<file path="config.mk">
export PLATFORM = sky130hd
export DESIGN_NAME = toplayici_denetleyici
export DESIGN_NICKNAME = d
export VERILOG_FILES = /design/src/rtl/toplayici_denetleyici.sv
export SDC_FILE = /design/constraint.sdc
export NUM_CORES = 1
export LEC_CHECK = 0
export BUFFER_PORTS_ARGS = -buffer_cell sky130_fd_sc_hd__buf_4
export CORE_AREA = 2 2 128 130
export DETAILED_ROUTE_END_ITERATION = 16
export DIE_AREA = 0 0 130 132
export GPL_TIMING_DRIVEN = 0
export HOLD_SLACK_MARGIN = 0.12
export PLACE_DENSITY = 0.78
export SYNTH_ARGS = -nofsm -noshare
export SYNTH_HDL_FRONTEND = slang
export SYNTH_SLANG_ARGS = --single-unit
</file>
<file path="constraint.sdc">
create_clock -name clk_i -period 5.4 [get_ports clk_i]
set_clock_uncertainty 0.2 [all_clocks]
set_input_delay 0 -clock clk_i [delete_from_list [all_inputs] [get_ports clk_i]]
set_output_delay 0 -clock clk_i [all_outputs]
set_load 0.005 [all_outputs]
</file>
<file path="src/rtl/toplayici_denetleyici.sv">
// Two requesters share one 32-bit carry-lookahead adder under round-robin arbitration.
// Define TOPLAYICI_64BIT_EN for two-pass 64-bit add/sub (genis); without it every op is 32-bit.

module carry_lookahead_toplayici (
  input  logic [31:0] deger1_i,
  input  logic [31:0] deger2_i,
  input  logic        elde_i,
  output logic [31:0] toplam_o
);

  logic [31:0] uret;
  logic [31:0] yay;
  logic [7:0]  grup_uret;
  logic [7:0]  grup_yay;
  logic [7:0]  grup_elde;
  logic        unused_son_grup;

  assign uret = deger1_i & deger2_i;
  assign yay  = deger1_i ^ deger2_i;

  // Lookahead inside each 4-bit group; group carries chain on the group generate/propagate terms.
  generate
    for (genvar gi = 0; gi < 8; gi++) begin : g_grup
      logic [3:0] g;
      logic [3:0] p;
      logic [3:0] c;

      assign g    = uret[4*gi +: 4];
      assign p    = yay[4*gi +: 4];
      assign c[0] = grup_elde[gi];
      assign c[1] = g[0] | (p[0] & grup_elde[gi]);
      assign c[2] = g[1] | (p[1] & g[0]) | (p[1] & p[0] & grup_elde[gi]);
      assign c[3] = g[2] | (p[2] & g[1]) | (p[2] & p[1] & g[0])
                  | (p[2] & p[1] & p[0] & grup_elde[gi]);

      assign grup_uret[gi] = g[3] | (p[3] & g[2]) | (p[3] & p[2] & g[1])
                           | (p[3] & p[2] & p[1] & g[0]);
      assign grup_yay[gi]  = &p;

      assign toplam_o[4*gi +: 4] = p ^ c;
    end
  endgenerate

  always_comb begin
    grup_elde[0] = elde_i;
    for (int k = 1; k < 8; k++) begin
      grup_elde[k] = grup_uret[k-1] | (grup_yay[k-1] & grup_elde[k-1]);
    end
  end

  // The adder exposes no carry-out, so the top group's terms go nowhere.
  assign unused_son_grup = grup_uret[7] | grup_yay[7];

endmodule

module toplayici_denetleyici (
  input  logic        clk_i,
  input  logic        rst_i,
  input  logic        istek0_gecerli_i,
  output logic        istek0_hazir_o,
  input  logic [63:0] istek0_deger1_i,
  input  logic [63:0] istek0_deger2_i,
  input  logic        istek0_cikar_i,
  input  logic        istek0_genis_i,
  input  logic        istek1_gecerli_i,
  output logic        istek1_hazir_o,
  input  logic [63:0] istek1_deger1_i,
  input  logic [63:0] istek1_deger2_i,
  input  logic        istek1_cikar_i,
  input  logic        istek1_genis_i,
  output logic        sonuc_gecerli_o,
  output logic        sonuc_hedef_o,
  output logic [63:0] sonuc_o,
  output logic        mesgul_o
);

`ifdef TOPLAYICI_64BIT_EN
  localparam int OW = 64;
`else
  localparam int OW = 32;
`endif

  localparam logic [1:0] BOSTA = 2'd0;
  localparam logic [1:0] ALT   = 2'd1;
`ifdef TOPLAYICI_64BIT_EN
  localparam logic [1:0] UST   = 2'd2;
`endif
  localparam logic [1:0] SONUC = 2'd3;

  logic [1:0]    durum_q, durum_d;
  logic          son_hizmet_q, son_hizmet_d;
  logic          hedef_q, hedef_d;
  logic          cikar_q, cikar_d;
  logic [OW-1:0] deger1_q, deger1_d;
  logic [OW-1:0] deger2_q, deger2_d;
  logic [63:0]   sonuc_q, sonuc_d;
  logic          sonuc_gecerli_q, sonuc_gecerli_d;
  logic          sonuc_hedef_q, sonuc_hedef_d;
`ifdef TOPLAYICI_64BIT_EN
  logic          genis_q, genis_d;
  logic [31:0]   alt_q, alt_d;
  logic          elde_q, elde_d;
  logic          alt_elde;
`else
  logic          unused_girisler;
`endif

  logic          bosta;
  logic          izin0;
  logic          izin1;
  logic          kabul;
  logic [31:0]   add_a;
  logic [31:0]   add_b;
  logic          add_ci;
  logic [31:0]   toplam;

  carry_lookahead_toplayici u_toplayici (
    .deger1_i (add_a),
    .deger2_i (add_b),
    .elde_i   (add_ci),
    .toplam_o (toplam)
  );

  // Gated by rst_i so neither requester sees an acceptance while reset is held.
  assign bosta = rst_i && (durum_q == BOSTA);
  assign izin0 = istek0_gecerli_i && (!istek1_gecerli_i || son_hizmet_q);
  assign izin1 = istek1_gecerli_i && (!istek0_gecerli_i || !son_hizmet_q);

  assign istek0_hazir_o = bosta && izin0;
  assign istek1_hazir_o = bosta && izin1;
  assign kabul          = istek0_hazir_o || istek1_hazir_o;

  always_comb begin
    add_a  = deger1_q[31:0];
    add_b  = cikar_q ? ~deger2_q[31:0] : deger2_q[31:0];
    add_ci = cikar_q;
`ifdef TOPLAYICI_64BIT_EN
    if (durum_q == UST) begin
      add_a  = deger1_q[63:32];
      add_b  = cikar_q ? ~deger2_q[63:32] : deger2_q[63:32];
      add_ci = elde_q;
    end
`endif
  end

`ifdef TOPLAYICI_64BIT_EN
  // Unsigned wrap test recovers the low-pass carry; with carry-in set, equality also means carry.
  assign alt_elde = cikar_q ? (toplam <= deger1_q[31:0]) : (toplam < deger1_q[31:0]);
`else
  assign unused_girisler = ^{istek0_genis_i, istek1_genis_i,
                             istek0_deger1_i[63:32], istek0_deger2_i[63:32],
                             istek1_deger1_i[63:32], istek1_deger2_i[63:32]};
`endif

  always_comb begin
    durum_d         = durum_q;
    son_hizmet_d    = son_hizmet_q;
    hedef_d         = hedef_q;
    cikar_d         = cikar_q;
    deger1_d        = deger1_q;
    deger2_d        = deger2_q;
    sonuc_d         = sonuc_q;
    sonuc_gecerli_d = 1'b0;
    sonuc_hedef_d   = sonuc_hedef_q;
`ifdef TOPLAYICI_64BIT_EN
    genis_d         = genis_q;
    alt_d           = alt_q;
    elde_d          = elde_q;
`endif

    case (durum_q)
      BOSTA: begin
        if (kabul) begin
          hedef_d      = istek1_hazir_o;
          son_hizmet_d = istek1_hazir_o;
          cikar_d      = istek1_hazir_o ? istek1_cikar_i : istek0_cikar_i;
          deger1_d     = istek1_hazir_o ? istek1_deger1_i[OW-1:0] : istek0_deger1_i[OW-1:0];
          deger2_d     = istek1_hazir_o ? istek1_deger2_i[OW-1:0] : istek0_deger2_i[OW-1:0];
`ifdef TOPLAYICI_64BIT_EN
          genis_d      = istek1_hazir_o ? istek1_genis_i : istek0_genis_i;
`endif
          durum_d      = ALT;
        end
      end

      ALT: begin
`ifdef TOPLAYICI_64BIT_EN
        alt_d  = toplam;
        elde_d = alt_elde;
        if (genis_q) begin
          durum_d = UST;
        end else begin
          sonuc_d         = {32'h0, toplam};
          sonuc_gecerli_d = 1'b1;
          sonuc_hedef_d   = hedef_q;
          durum_d         = SONUC;
        end
`else
        sonuc_d         = {32'h0, toplam};
        sonuc_gecerli_d = 1'b1;
        sonuc_hedef_d   = hedef_q;
        durum_d         = SONUC;
`endif
      end

`ifdef TOPLAYICI_64BIT_EN
      UST: begin
        sonuc_d         = {toplam, alt_q};
        sonuc_gecerli_d = 1'b1;
        sonuc_hedef_d   = hedef_q;
        durum_d         = SONUC;
      end
`endif

      SONUC: begin
        durum_d = BOSTA;
      end

      default: begin
        durum_d = BOSTA;
      end
    endcase
  end

  always_ff @(posedge clk_i or negedge rst_i) begin
    if (!rst_i) begin
      durum_q         <= BOSTA;
      son_hizmet_q    <= 1'b1;
      hedef_q         <= 1'b0;
      cikar_q         <= 1'b0;
      deger1_q        <= '0;
      deger2_q        <= '0;
      sonuc_q         <= '0;
      sonuc_gecerli_q <= 1'b0;
      sonuc_hedef_q   <= 1'b0;
`ifdef TOPLAYICI_64BIT_EN
      genis_q         <= 1'b0;
      alt_q           <= '0;
      elde_q          <= 1'b0;
`endif
    end else begin
      durum_q         <= durum_d;
      son_hizmet_q    <= son_hizmet_d;
      hedef_q         <= hedef_d;
      cikar_q         <= cikar_d;
      deger1_q        <= deger1_d;
      deger2_q        <= deger2_d;
      sonuc_q         <= sonuc_d;
      sonuc_gecerli_q <= sonuc_gecerli_d;
      sonuc_hedef_q   <= sonuc_hedef_d;
`ifdef TOPLAYICI_64BIT_EN
      genis_q         <= genis_d;
      alt_q           <= alt_d;
      elde_q          <= elde_d;
`endif
    end
  end

  assign sonuc_gecerli_o = sonuc_gecerli_q;
  assign sonuc_hedef_o   = sonuc_hedef_q;
  assign sonuc_o         = sonuc_q;
  assign mesgul_o        = (durum_q != BOSTA);

endmodule

</file>
==> implementation parameters, run 1 <==
Parameter                              Value

Status
  Result of the run ... completed

Critical path
  CP Data Arrival Time ... 4.73 ns
  Worst-case register-to-register setup slack ... 0.73 ns
  Critical path capture point type ... flip-flop
  Biggest fanout along the worst timing path ... 10
  Worst Setup Start Kind ... flip-flop
  Worst endpoint required time ... 5.47 ns
  Crit Path Category ... flip-flop to flip-flop

Power and ir drop
  Max VDD drop ... 293 uV
  Leakage ... 0.00467 uW
  Total power density per cell area ... 695 mW/mm^2

Timing
  Worst max-slew margin expressed relative to the limit ... 0.363
  Clock period minus final worst setup slack ... 4.67 ns
  Share of the clock period used by the worst path after layout ... 0.864
  Maximum clock frequency ... 214 MHz
  Total setup violations reported at the end of the flow ... 0
  Final total negative setup slack ... 0 ns
  Final count of pins violating max slew ... 0
  Final hold vios ... 0
  Setup repair after global routing missed its margin ... no
  Actual transition at the worst max-transition pin ... 0.956 ns

Cells and area
  Number of inserted diodes ... 0
  Cell area after layout ... 0.00946 sq mm
  Growth of design area from synthesis to finish ... 53.8%
  Proportion of layout cells with a drive suffix above 1 ... 0.215
  Net count of the finished layout ... 1372
  Filler instances ... 1284

Yosys
  Async set or reset register ratio after synthesis ... 1.00
  Yosys Warn Count ... 0
  Synthesized area divided by synthesized cell count ... 8.49 sq um
  Share of synthesized area occupied by flip-flops and latches ... 0.419
  Gate count of the mapped netlist ... 725
  Count of flip-flops with a built-in enable after synthesis ... 0
  Prevailing post-synth register cell ... sky130_fd_sc_hd__dfrtp_1
  Cell with the most instances after synthesis ... sky130_fd_sc_hd__nand2_1
  Yosys cell types ... 49
  Area fraction of the dominant cell type after synthesis ... 0.415
  Flip-flop and latch count after synthesis ... 103
  Area of the mapped netlist ... 0.00615 sq mm
  Top cell type by total area after synthesis ... sky130_fd_sc_hd__dfrtp_1
  Most instantiated cells after synthesis ... sky130_fd_sc_hd__nand2_1, sky130_fd_sc_hd__dfrtp_1, sky130_fd_sc_hd__nor2_1, sky130_fd_sc_hd__a31oi_1, sky130_fd_sc_hd__xor2_1
  Cell types occupying the most area after synthesis ... sky130_fd_sc_hd__dfrtp_1, sky130_fd_sc_hd__nand2_1, sky130_fd_sc_hd__a31oi_1

Routing
  Iteration-0 DRC Markers ... 455
  Drt drc ... 0
  Mean routed wirelength per cell ... 16.5 microns
  Via count of the routed design ... 6430
  First-pass iteration count of the detailed router ... 7
  Routed wire length ... 21.2 mm
  Detailed-route vias per instance ... 4.98
  Number of nets with antenna violations after detailed routing ... 0

Clock tree
  Setup Buffers After CTS ... 0
  Clock transition at the register clock pins on the worst setup and hold paths after CTS ... 0.07 ns
  Clock latency at the later pin of the worst-skew pair ... 0.35 ns
  Hold-fix buffers at CTS ... 131
  Clk root buf ... sky130_fd_sc_hd__clkbuf_16
  H-Tree Level Count ... 3
  Maximum buffer depth of the clock tree ... 2
  Num CTS Buffers ... 9
  Clock tree from TritonCTS ... built
  Clk sink count ... 103
  Number of resized instances in the post-cts repair step ... 0

Place
  Placer congestion estimate ... 0.905
  Instance area after placement ... 0.00782 sq mm
  Number of port buffers ... 170
  DPL Wire Length ... 14.3 mm

Die
  Floorplan die area ... 0.0172 sq mm
  Starting Density ... 0.392
  Total I/O pin count ... 333
  Area of the core ... 0.0157 sq mm
  Die height ... 132 microns
  Standard-cell rows ... 46
  Die extent in x ... 130 microns

GRT
  Global-route wire length before repair ... 33.3 mm
  Via count of the first global-routing pass ... 6583
  Global-route congestion overflow total ... 0
  Antenna violations before repair ... 0
  Maximum number of pins on one net before global-route repair ... 106
  Global-route usage over all layers ... 0.249

Run
  Max capacitance violation total ... 0

Min path
  Tightest Hold Check Type ... flip-flop to flip-flop
==> report_power, final <==
| part | leakage (uW) | switching [uW] | internal [uW] |
|---|---|---|---|
| clock network | 0.000145 | 297 | 352 |
| logic | 0.00330 | 2360 | 2110 |
| registers | 0.00122 | 270 | 1190 |
==> critical path: stages (launching register included) <==
cell,delay (ns)
sky130_fd_sc_hd__dfrtp_1,0.33
sky130_fd_sc_hd__buf_4,0.20
sky130_fd_sc_hd__buf_1,0.74
sky130_fd_sc_hd__xor2_1,0.20
sky130_fd_sc_hd__ha_1,0.40
sky130_fd_sc_hd__nand2_1,0.09
sky130_fd_sc_hd__nor4_1,0.58
sky130_fd_sc_hd__nand4_1,0.24
sky130_fd_sc_hd__and3_4,0.27
sky130_fd_sc_hd__o31a_4,0.39
sky130_fd_sc_hd__o21ai_2,0.21
sky130_fd_sc_hd__inv_1,0.08
sky130_fd_sc_hd__fa_1,0.37
sky130_fd_sc_hd__xor2_1,0.15
sky130_fd_sc_hd__o21ai_0,0.14
==> kinds of logic after synthesis <==
| group | synth area share |
|---|---|
| other | 0.000610 |
| adders and majority gates | 0.0858 |
| DFF | 0.419 |
| and+or+nand+nor | 0.184 |
| muxes | 0.00163 |
| AOI/OAI and AO/OA | 0.148 |
| xor gates and xnor gates | 0.0769 |
| buffers and inverters | 0.0830 |
==> sequential cells by signal (all words and copies together) (netlist names) <==
signal           flops
hedef_q              1
durum_q              2
deger2_q            32
sonuc_gecerli_o      1
add_a               32
add_ci               1
son_hizmet_q         1
sonuc_o             32
sonuc_hedef_o        1
==> placed cells by master (no fill, tap or decap), types with 13 or more instances in the layout <==
| cell | Yosys | layout |
|---|---|---|
| sky130_fd_sc_hd__inv_1 | 32 | 32 |
| sky130_fd_sc_hd__o21ai_0 | 35 | 35 |
| sky130_fd_sc_hd__nor2_1 | 75 | 75 |
| sky130_fd_sc_hd__clkbuf_1 | 29 | 29 |
| sky130_fd_sc_hd__nand2_1 | 179 | 179 |
| sky130_fd_sc_hd__ha_1 | 31 | 31 |
| sky130_fd_sc_hd__conb_1 | 1 | 32 |
| sky130_fd_sc_hd__dfrtp_1 | 102 | 102 |
| sky130_fd_sc_hd__dlygate4sd3_1 | 0 | 132 |
| sky130_fd_sc_hd__xor2_1 | 45 | 45 |
| sky130_fd_sc_hd__a31oi_1 | 67 | 67 |
| sky130_fd_sc_hd__buf_4 | 33 | 202 |
| sky130_fd_sc_hd__a21oi_1 | 13 | 13 |
==> path summary, 6_finish.rpt <==
kind                       cells after the start     endpoint  startpoint
setup / recovery                              14  sonuc_o[29]      add_ci
hold / removal                                 1   durum_q[0]  durum_q[1]
setup reg to reg                              14  sonuc_o[29]      add_ci
hold reg to reg                                1   durum_q[0]  durum_q[1]
max in group asynchronous                      4  sonuc_o[30]       rst_i
min in group asynchronous                      3    add_a[26]       rst_i
==> per-stage QoR <==
stage	instances	power, uW	hold slack, ns	setup slack [ns]	util
5_1_grt	1290	7090	0.260	0.475	0.602
3_5_place_dp	1142	5290	0.0695	0.790	0.497
6_report	1290	6570	0.243	0.735	0.602
4_1_cts	1288	6440	0.240	0.753	0.599
3_3_place_gp	1142	5160	0.0654	0.881	0.497
2_1_floorplan	756	4140	-0.496	1.72	-
==> per-layer routing <==
layer  vias up  track usage  wire length (microns)
met5         -            0                      0
met4         0       0.0866                    599
met3        54       0.0487                   1640
met2       305        0.404                   9800
met1      3019        0.330                   9200
li1       3052            -                      -
==> final cells by class <==
| cell class | instances | area (sq um) | share of cell area |
|---|---|---|---|
| Buffer | 71 | 390 | 0.0413 |
| Clock buffer | 12 | 267 | 0.0282 |
| Inverter | 32 | 120 | 0.0127 |
| Clock inverter | 3 | 26.3 | 0.00278 |
| Timing Repair Buffer | 303 | 2630 | 0.278 |
| Sequential cell | 103 | 2580 | 0.273 |
| Tap cell | 216 | 270 | 0.0286 |
| Multi-Input combinational cell | 550 | 3180 | 0.336 |
No activity file was read; power rests on OpenSTA's default activity.
==> run 2, diff against run 1 <==
- CORE_AREA: 2 2 128 130 -> 2 2 129 131
- DIE_AREA: 0 0 130 132 -> 0 0 131 133
- PLACE_DENSITY: 0.78 -> 0.81
- SYNTH_HIERARCHICAL: default -> 1
==> run 2 against run 1 <==
  * Critical path depth did not move
  * Worst setup slack worse by 0.17 ns
  * Count of clock-buffer cells in the layout increased by 3
  * Global-route usage is 1.9 points higher
  * Synthesized cell count decreased by 3.0%
  * Power is 3.5% higher
  * Via count increased by 8.6%
  * Critical path type unchanged
  * Largest power group unchanged
==> implementation parameters, run 2 <==
Parameter                              Value

Status
  Result of the run ... completed

Routing
  Routed wire length ... 23.2 mm
  Detailed-route vias per instance ... 5.44
  First-pass iteration count of the detailed router ... 5
  Mean routed wirelength per cell ... 18.1 microns
  Via count of the routed design ... 6980
  Iteration-0 DRC Markers ... 744
  Number of nets with antenna violations after detailed routing ... 0
  Drt drc ... 0

Die
  Floorplan die area ... 0.0174 sq mm
  Die height ... 133 microns
  Standard-cell rows ... 47
  Total I/O pin count ... 333
  Area of the core ... 0.0162 sq mm
  Starting Density ... 0.410
  Die extent in x ... 131 microns

Power and ir drop
  Internal cell power ... 3840 uW
  Switching portion of total power ... 0.435
  Total power density per cell area ... 677 mW/mm^2
  Clock network fraction of design power ... 0.094
  Max VDD drop ... 271 uV
  Leakage ... 0.00439 uW
  Share of power burned in combinational logic ... 0.692
  Proportion of power drawn by flip-flops and latches ... 0.215
  Switching power total ... 2960 uW

Cells and area
  Growth of design area from synthesis to finish ... 51.3%
  Most common cell after layout, fill and taps aside ... sky130_fd_sc_hd__buf_4
  Commonest non-fill, non-tap cells in the layout ... sky130_fd_sc_hd__buf_4, sky130_fd_sc_hd__dlygate4sd3_1, sky130_fd_sc_hd__dfrtp_1, sky130_fd_sc_hd__a21oi_1, sky130_fd_sc_hd__nand3_1
  Proportion of layout cells with a drive suffix above 1 ... 0.272
  Number of inserted diodes ... 0
  Filler instances ... 1328
  FF/Latch Area ... 0.00258 sq mm
  Area of the multi-input gates ... 0.00355 sq mm
  Net count of the finished layout ... 1362

Yosys
  Cell with the most instances after synthesis ... sky130_fd_sc_hd__dfrtp_1
  Prevailing post-synth register cell ... sky130_fd_sc_hd__dfrtp_1
  Area of the mapped netlist ... 0.00664 sq mm
  Cell types occupying the most area after synthesis ... sky130_fd_sc_hd__dfrtp_1, sky130_fd_sc_hd__a31oi_1, sky130_fd_sc_hd__a21oi_1
  Xor/xnor share of the synthesized area ... 0.0726
  Gate count of the mapped netlist ... 703
  Most instantiated cells after synthesis ... sky130_fd_sc_hd__dfrtp_1, sky130_fd_sc_hd__a21oi_1, sky130_fd_sc_hd__nand3_1, sky130_fd_sc_hd__a31oi_1, sky130_fd_sc_hd__xor2_1
  Yosys cell types ... 52
  Flip-flop and latch count after synthesis ... 103
  Post-synthesis share of cell area spent on full adders, half adders and majority gates ... 0.0826
  Yosys Warn Count ... 6
  Count of flip-flops with a built-in enable after synthesis ... 0
  Synthesized area divided by synthesized cell count ... 9.44 sq um
  Async set or reset register ratio after synthesis ... 1.00
  Simple-gate share of the synthesized area ... 0.0935
  Share of synthesized area occupied by flip-flops and latches ... 0.389
  Top cell type by total area after synthesis ... sky130_fd_sc_hd__dfrtp_1
  Area fraction of the dominant cell type after synthesis ... 0.385
  Synthesized-area fraction occupied by ao, oa, aoi and oai cells ... 0.212
  Fraction of synthesized area in multiplexers ... 0.0560
  Main combinational cell family by area after synthesis ... compound AO/OA/AOI/OAI gates

Clock tree
  Number of resized instances in the post-cts repair step ... 0
  Num CTS Buffers ... 9
  H-Tree Level Count ... 3
  Clk root buf ... sky130_fd_sc_hd__clkbuf_16
  Clock tree from TritonCTS ... built
  Hold-fix buffers at CTS ... 142
  Clock transition at the register clock pins on the worst setup and hold paths after CTS ... 0.07 ns
  Setup Buffers After CTS ... 0
  Maximum buffer depth of the clock tree ... 2
  Clock latency at the later pin of the worst-skew pair ... 0.35 ns
  Clk sink count ... 103

Place
  Placer congestion estimate ... 0.909
  DPL Wire Length ... 15.7 mm
  Number of port buffers ... 170

Timing
  Final count of pins violating max slew ... 0
  Final hold vios ... 0
  Post-route worst hold slack ... 0.173 ns
  Total setup violations reported at the end of the flow ... 0
  Final total negative setup slack ... 0 ns
  Maximum clock frequency ... 207 MHz
  Worst max-slew margin expressed relative to the limit ... 0.562
  Actual transition at the worst max-transition pin ... 0.650 ns
  Clock period minus final worst setup slack ... 4.83 ns
  Setup repair after global routing missed its margin ... no
  Share of the clock period used by the worst path after layout ... 0.895

GRT
  Global-route usage over all layers ... 0.268
  Global-route wire length before repair ... 35.9 mm
  Via count of the first global-routing pass ... 6983
  Maximum number of pins on one net before global-route repair ... 106
  Global-route congestion overflow total ... 0
  Met2 Use GR ... 0.417
  Layer with the highest usage after global routing ... met2
  GRT met3 Usage ... 0.0655
  Antenna violations before repair ... 0
  Met1 usage ... 0.357

Critical path
  Critical path startpoint ... add_ci
  Crit Path Category ... flip-flop to flip-flop
  Worst Setup Start Kind ... flip-flop
  CP Data Arrival Time ... 4.87 ns
  Worst endpoint required time ... 5.43 ns
  RR Startpoint ... add_ci
  Critical path capture point type ... flip-flop
  Biggest fanout along the worst timing path ... 10

Min path
  Tightest Hold Check Type ... input pin to flip-flop
  Critical hold path startpoint ... istek1_gecerli_i

Run
  Max capacitance violation total ... 0
## run 2: stage by stage
stage | instances | cell area [sq um] | power (uW) | util | worst slack (ns)
finish | 1283 | 10000 | 6800 | 0.621 | 0.565
global route | 1283 | 10000 | 7350 | 0.621 | 0.379
CTS | 1281 | 10000 | 6680 | 0.619 | 0.698
detailed placement | 1124 | 8310 | 5580 | 0.514 | 0.735
global placement | 1124 | 8310 | 5450 | 0.514 | 0.783
floorplan | 734 | 6750 | 4390 | - | 1.50
## run 2: logic make-up (layout without fill, tap and decap cells)
kind of cell	count (synthesis)	in the layout
other	1	32
XOR/XNOR	55	55
flip-flops	103	103
AND/OR/NAND/NOR	122	122
AO/OA/AOI/OAI	246	246
adder cells (fa/ha/maj)	39	39
multiplexers	33	33
buffers and inverters	104	433
## run 2: worst paths after layout
path	end	slack (ns)	cells after the start
setup reg to reg	sonuc_o[28]	0.57	14
hold reg to reg	hedef_q	0.28	1
min in group asynchronous	sonuc_o[30]	0.33	3
setup / recovery	sonuc_o[28]	0.57	14
hold / removal	son_hizmet_q	0.17	5
max in group asynchronous	add_a[15]	4.00	4
## run 2: area by class of cell
type / count / area share
Buffer: 90 / 0.0572
Clock buffer: 15 / 0.0276
Inverter: 14 / 0.00523
Multi-Input combinational cell: 527 / 0.353
Sequential cell: 103 / 0.257
Tap cell: 220 / 0.0274
Timing Repair Buffer: 314 / 0.273
## run 2: layer usage
metal | wire length [microns] | vias up
met5 | 0 | -
met4 | 726 | 0
met3 | 2460 | 64
met2 | 10500 | 425
met1 | 9450 | 3292
li1 | - | 3199
## run 2: worst max-delay path: stages (launching register included)
cell                       delay (ns)
sky130_fd_sc_hd__dfrtp_1         0.44
sky130_fd_sc_hd__clkbuf_1        0.40
sky130_fd_sc_hd__buf_2           0.40
sky130_fd_sc_hd__xor2_1          0.35
sky130_fd_sc_hd__ha_1            0.24
sky130_fd_sc_hd__a21oi_1         0.07
sky130_fd_sc_hd__o21ai_0         0.53
sky130_fd_sc_hd__a22oi_1         0.17
sky130_fd_sc_hd__o211ai_1        0.20
sky130_fd_sc_hd__nor2_1          0.14
sky130_fd_sc_hd__o31ai_1         0.42
sky130_fd_sc_hd__a21oi_1         0.18
sky130_fd_sc_hd__o21bai_1        0.23
sky130_fd_sc_hd__fa_1            0.44
sky130_fd_sc_hd__mux2_1          0.30
## run 2: power by group through the flow
| stage | clock [uW] | sequential, uW | combinational [uW] |
|---|---|---|---|
| 5_1_grt | 671 | 1510 | 5170 |
| 4_1_cts | 645 | 1460 | 4580 |
| 2_1_floorplan | 0 | 1420 | 2970 |
| 3_3_place_gp | 0 | 1460 | 3990 |
| 3_5_place_dp | 0 | 1470 | 4110 |
| 6_report | 637 | 1460 | 4700 |
==> run 3, diff against run 2 <==
- PLACE_DENSITY: 0.81 -> 0.74
- clock period: 5.4 -> 5.3 ns (I/O delays scaled with it)
==> run 3 against run 2 <==
  * Power up 1.6%
  * Design area rose by 0.30%
  * Die area is the same
  * Hold slack got worse by 0.017 ns
  * Sequential cell count unchanged
  * First-iteration DRC count decreased by 19%
  * Combinational power grew 1%
  * Worst setup slack worse by 0.013 ns
  * Via count is 2.2% lower
  * Fmax up 1.8%
  * Non-clock buffer count increased by 3
  * Largest cell class unchanged
  * Largest power group unchanged
==> implementation parameters, run 3 (synthesized netlist as in run 2, its figures left out) <==
Parameter                              Value

Status
  Result of the run ... completed

Cells and area
  Net count of the finished layout ... 1365
  Number of inserted diodes ... 0
  Most common cell after layout, fill and taps aside ... sky130_fd_sc_hd__buf_4
  Proportion of layout cells with a drive suffix above 1 ... 0.271
  Commonest non-fill, non-tap cells in the layout ... sky130_fd_sc_hd__buf_4, sky130_fd_sc_hd__dlygate4sd3_1, sky130_fd_sc_hd__dfrtp_1, sky130_fd_sc_hd__a21oi_1, sky130_fd_sc_hd__nand3_1
  Growth of design area from synthesis to finish ... 51.8%
  Filler instances ... 1351

Power and ir drop
  Post-route total power ... 6910 uW
  Max VDD drop ... 276 uV
  Share of power burned in combinational logic ... 0.688
  Switching portion of total power ... 0.434
  Total power density per cell area ... 686 mW/mm^2
  Clock network fraction of design power ... 0.095
  Proportion of power drawn by flip-flops and latches ... 0.217
  Internal cell power ... 3910 uW
  Switching power total ... 3000 uW
  Leakage ... 0.00440 uW

Timing
  Total setup violations reported at the end of the flow ... 0
  Final count of pins violating max slew ... 0
  Clock period minus final worst setup slack ... 4.75 ns
  Setup repair after global routing missed its margin ... no
  Share of the clock period used by the worst path after layout ... 0.896
  Maximum clock frequency ... 211 MHz
  Final hold vios ... 0
  Worst max-slew margin expressed relative to the limit ... 0.581
  Actual transition at the worst max-transition pin ... 0.622 ns
  Worst path setup slack after routing ... 0.553 ns
  Final total negative setup slack ... 0 ns

Die
  Die height ... 133 microns
  Standard-cell rows ... 47
  Die extent in x ... 131 microns
  Total I/O pin count ... 333
  Area of the core ... 0.0162 sq mm
  Starting Density ... 0.410
  Floorplan die area ... 0.0174 sq mm

Clock tree
  Clk root buf ... sky130_fd_sc_hd__clkbuf_16
  Clock transition at the register clock pins on the worst setup and hold paths after CTS ... 0.07 ns
  Clock tree from TritonCTS ... built
  Clk sink count ... 103
  H-Tree Level Count ... 3
  Setup Buffers After CTS ... 0
  Maximum buffer depth of the clock tree ... 2
  Num CTS Buffers ... 9
  Clock latency at the later pin of the worst-skew pair ... 0.36 ns

Place
  Number of port buffers ... 170
  DPL Wire Length ... 15.7 mm
  Placer congestion estimate ... 0.893
  Dpl ws ... 0.679 ns

Routing
  WL met1 ... 9.69 mm
  Detailed-route vias per instance ... 5.31
  Routed wire length on met2 ... 10.6 mm
  Detailed route wirelength on metal3 ... 2.13 mm
  Number of nets with antenna violations after detailed routing ... 0
  Mean routed wirelength per cell ... 17.9 microns
  Iteration-0 DRC Markers ... 603
  First-pass iteration count of the detailed router ... 5
  Highest metal used ... met4
  Drt drc ... 0
  Routed wire length ... 23.0 mm
  Via count of the routed design ... 6825

Critical path
  Worst endpoint required time ... 5.34 ns
  Crit Path Category ... flip-flop to flip-flop
  Worst Setup Start Kind ... flip-flop
  CP Data Arrival Time ... 4.79 ns
  Critical path capture point type ... flip-flop
  Biggest fanout along the worst timing path ... 10
  Worst-case register-to-register setup slack ... 0.55 ns

GRT
  Antenna violations before repair ... 0
  Maximum number of pins on one net before global-route repair ... 106
  Global-route usage over all layers ... 0.265
  Global-route congestion overflow total ... 0
  Global-route wire length before repair ... 35.1 mm
  Via count of the first global-routing pass ... 6794

Min path
  Tightest Hold Check Type ... input pin to flip-flop

Run
  Max capacitance violation total ... 0
run 3: changes by cell type in the layout (fill, tap and decap cells not counted):
cell,previous run,this run
sky130_fd_sc_hd__dlygate4sd3_1,143,146
run 3: path summary, 6_finish.rpt:
| path | depth (start not counted) | end | from |
|---|---|---|---|
| setup / recovery | 14 | sonuc_o[28] | add_ci |
| hold / removal | 5 | son_hizmet_q | istek1_gecerli_i |
| setup reg to reg | 14 | sonuc_o[28] | add_ci |
| hold reg to reg | 1 | sonuc_o[30] | sonuc_o[30] |
| max in group asynchronous | 4 | sonuc_o[20] | rst_i |
| min in group asynchronous | 3 | sonuc_gecerli_o | rst_i |
run 3: power by group through the flow:
stage	combinational (uW)	clock, uW	sequential [uW]
global route	5230	694	1540
detailed placement	4180	0	1510
global placement	4090	0	1490
finish	4760	656	1500
CTS	4660	663	1490
floorplan	3030	0	1440
run 3: area by class of cell:
type,instances,area (sq um),share of cell area
Multi-Input combinational cell,527,3550,0.352
Tap cell,220,275,0.0273
Inverter,14,52.6,0.00522
Timing Repair Buffer,317,2770,0.275
Sequential cell,103,2580,0.256
Buffer,90,574,0.0570
Clock buffer,15,278,0.0276
run 3: through the flow:
stage / util / cells / area, sq um / hold slack, ns
final: 0.623 / 1286 / 10100 / 0.156
after global routing: 0.623 / 1286 / 10100 / 0.196
after CTS: 0.621 / 1284 / 10000 / 0.146
after global placement: 0.514 / 1124 / 8310 / 0.0847
after detailed placement: 0.514 / 1124 / 8310 / 0.0846
after floorplan: - / 734 / 6750 / -0.496
run 3: critical path, stage by stage, from the launching register on:
cell	delay (ns)
sky130_fd_sc_hd__dfrtp_1	0.45
sky130_fd_sc_hd__clkbuf_1	0.36
sky130_fd_sc_hd__buf_2	0.39
sky130_fd_sc_hd__xor2_1	0.29
sky130_fd_sc_hd__ha_1	0.23
sky130_fd_sc_hd__a21oi_1	0.07
sky130_fd_sc_hd__o21ai_0	0.51
sky130_fd_sc_hd__a22oi_1	0.16
sky130_fd_sc_hd__o211ai_1	0.19
sky130_fd_sc_hd__nor2_1	0.15
sky130_fd_sc_hd__o31ai_1	0.42
sky130_fd_sc_hd__a21oi_1	0.20
sky130_fd_sc_hd__o21bai_1	0.23
sky130_fd_sc_hd__fa_1	0.46
sky130_fd_sc_hd__mux2_1	0.31
run 3: per-layer routing:
metal  vias up  GRT usage
li1       3200          -
met1      3244      0.342
met2       332      0.421
met3        49     0.0776
met4         0     0.0957
met5         -          0
run 3: what timing repair did:
action	4_1_cts	5_1_grt
hold buffers	145	1
resized for setup	0	0
endpoints found under the hold margin	169	34
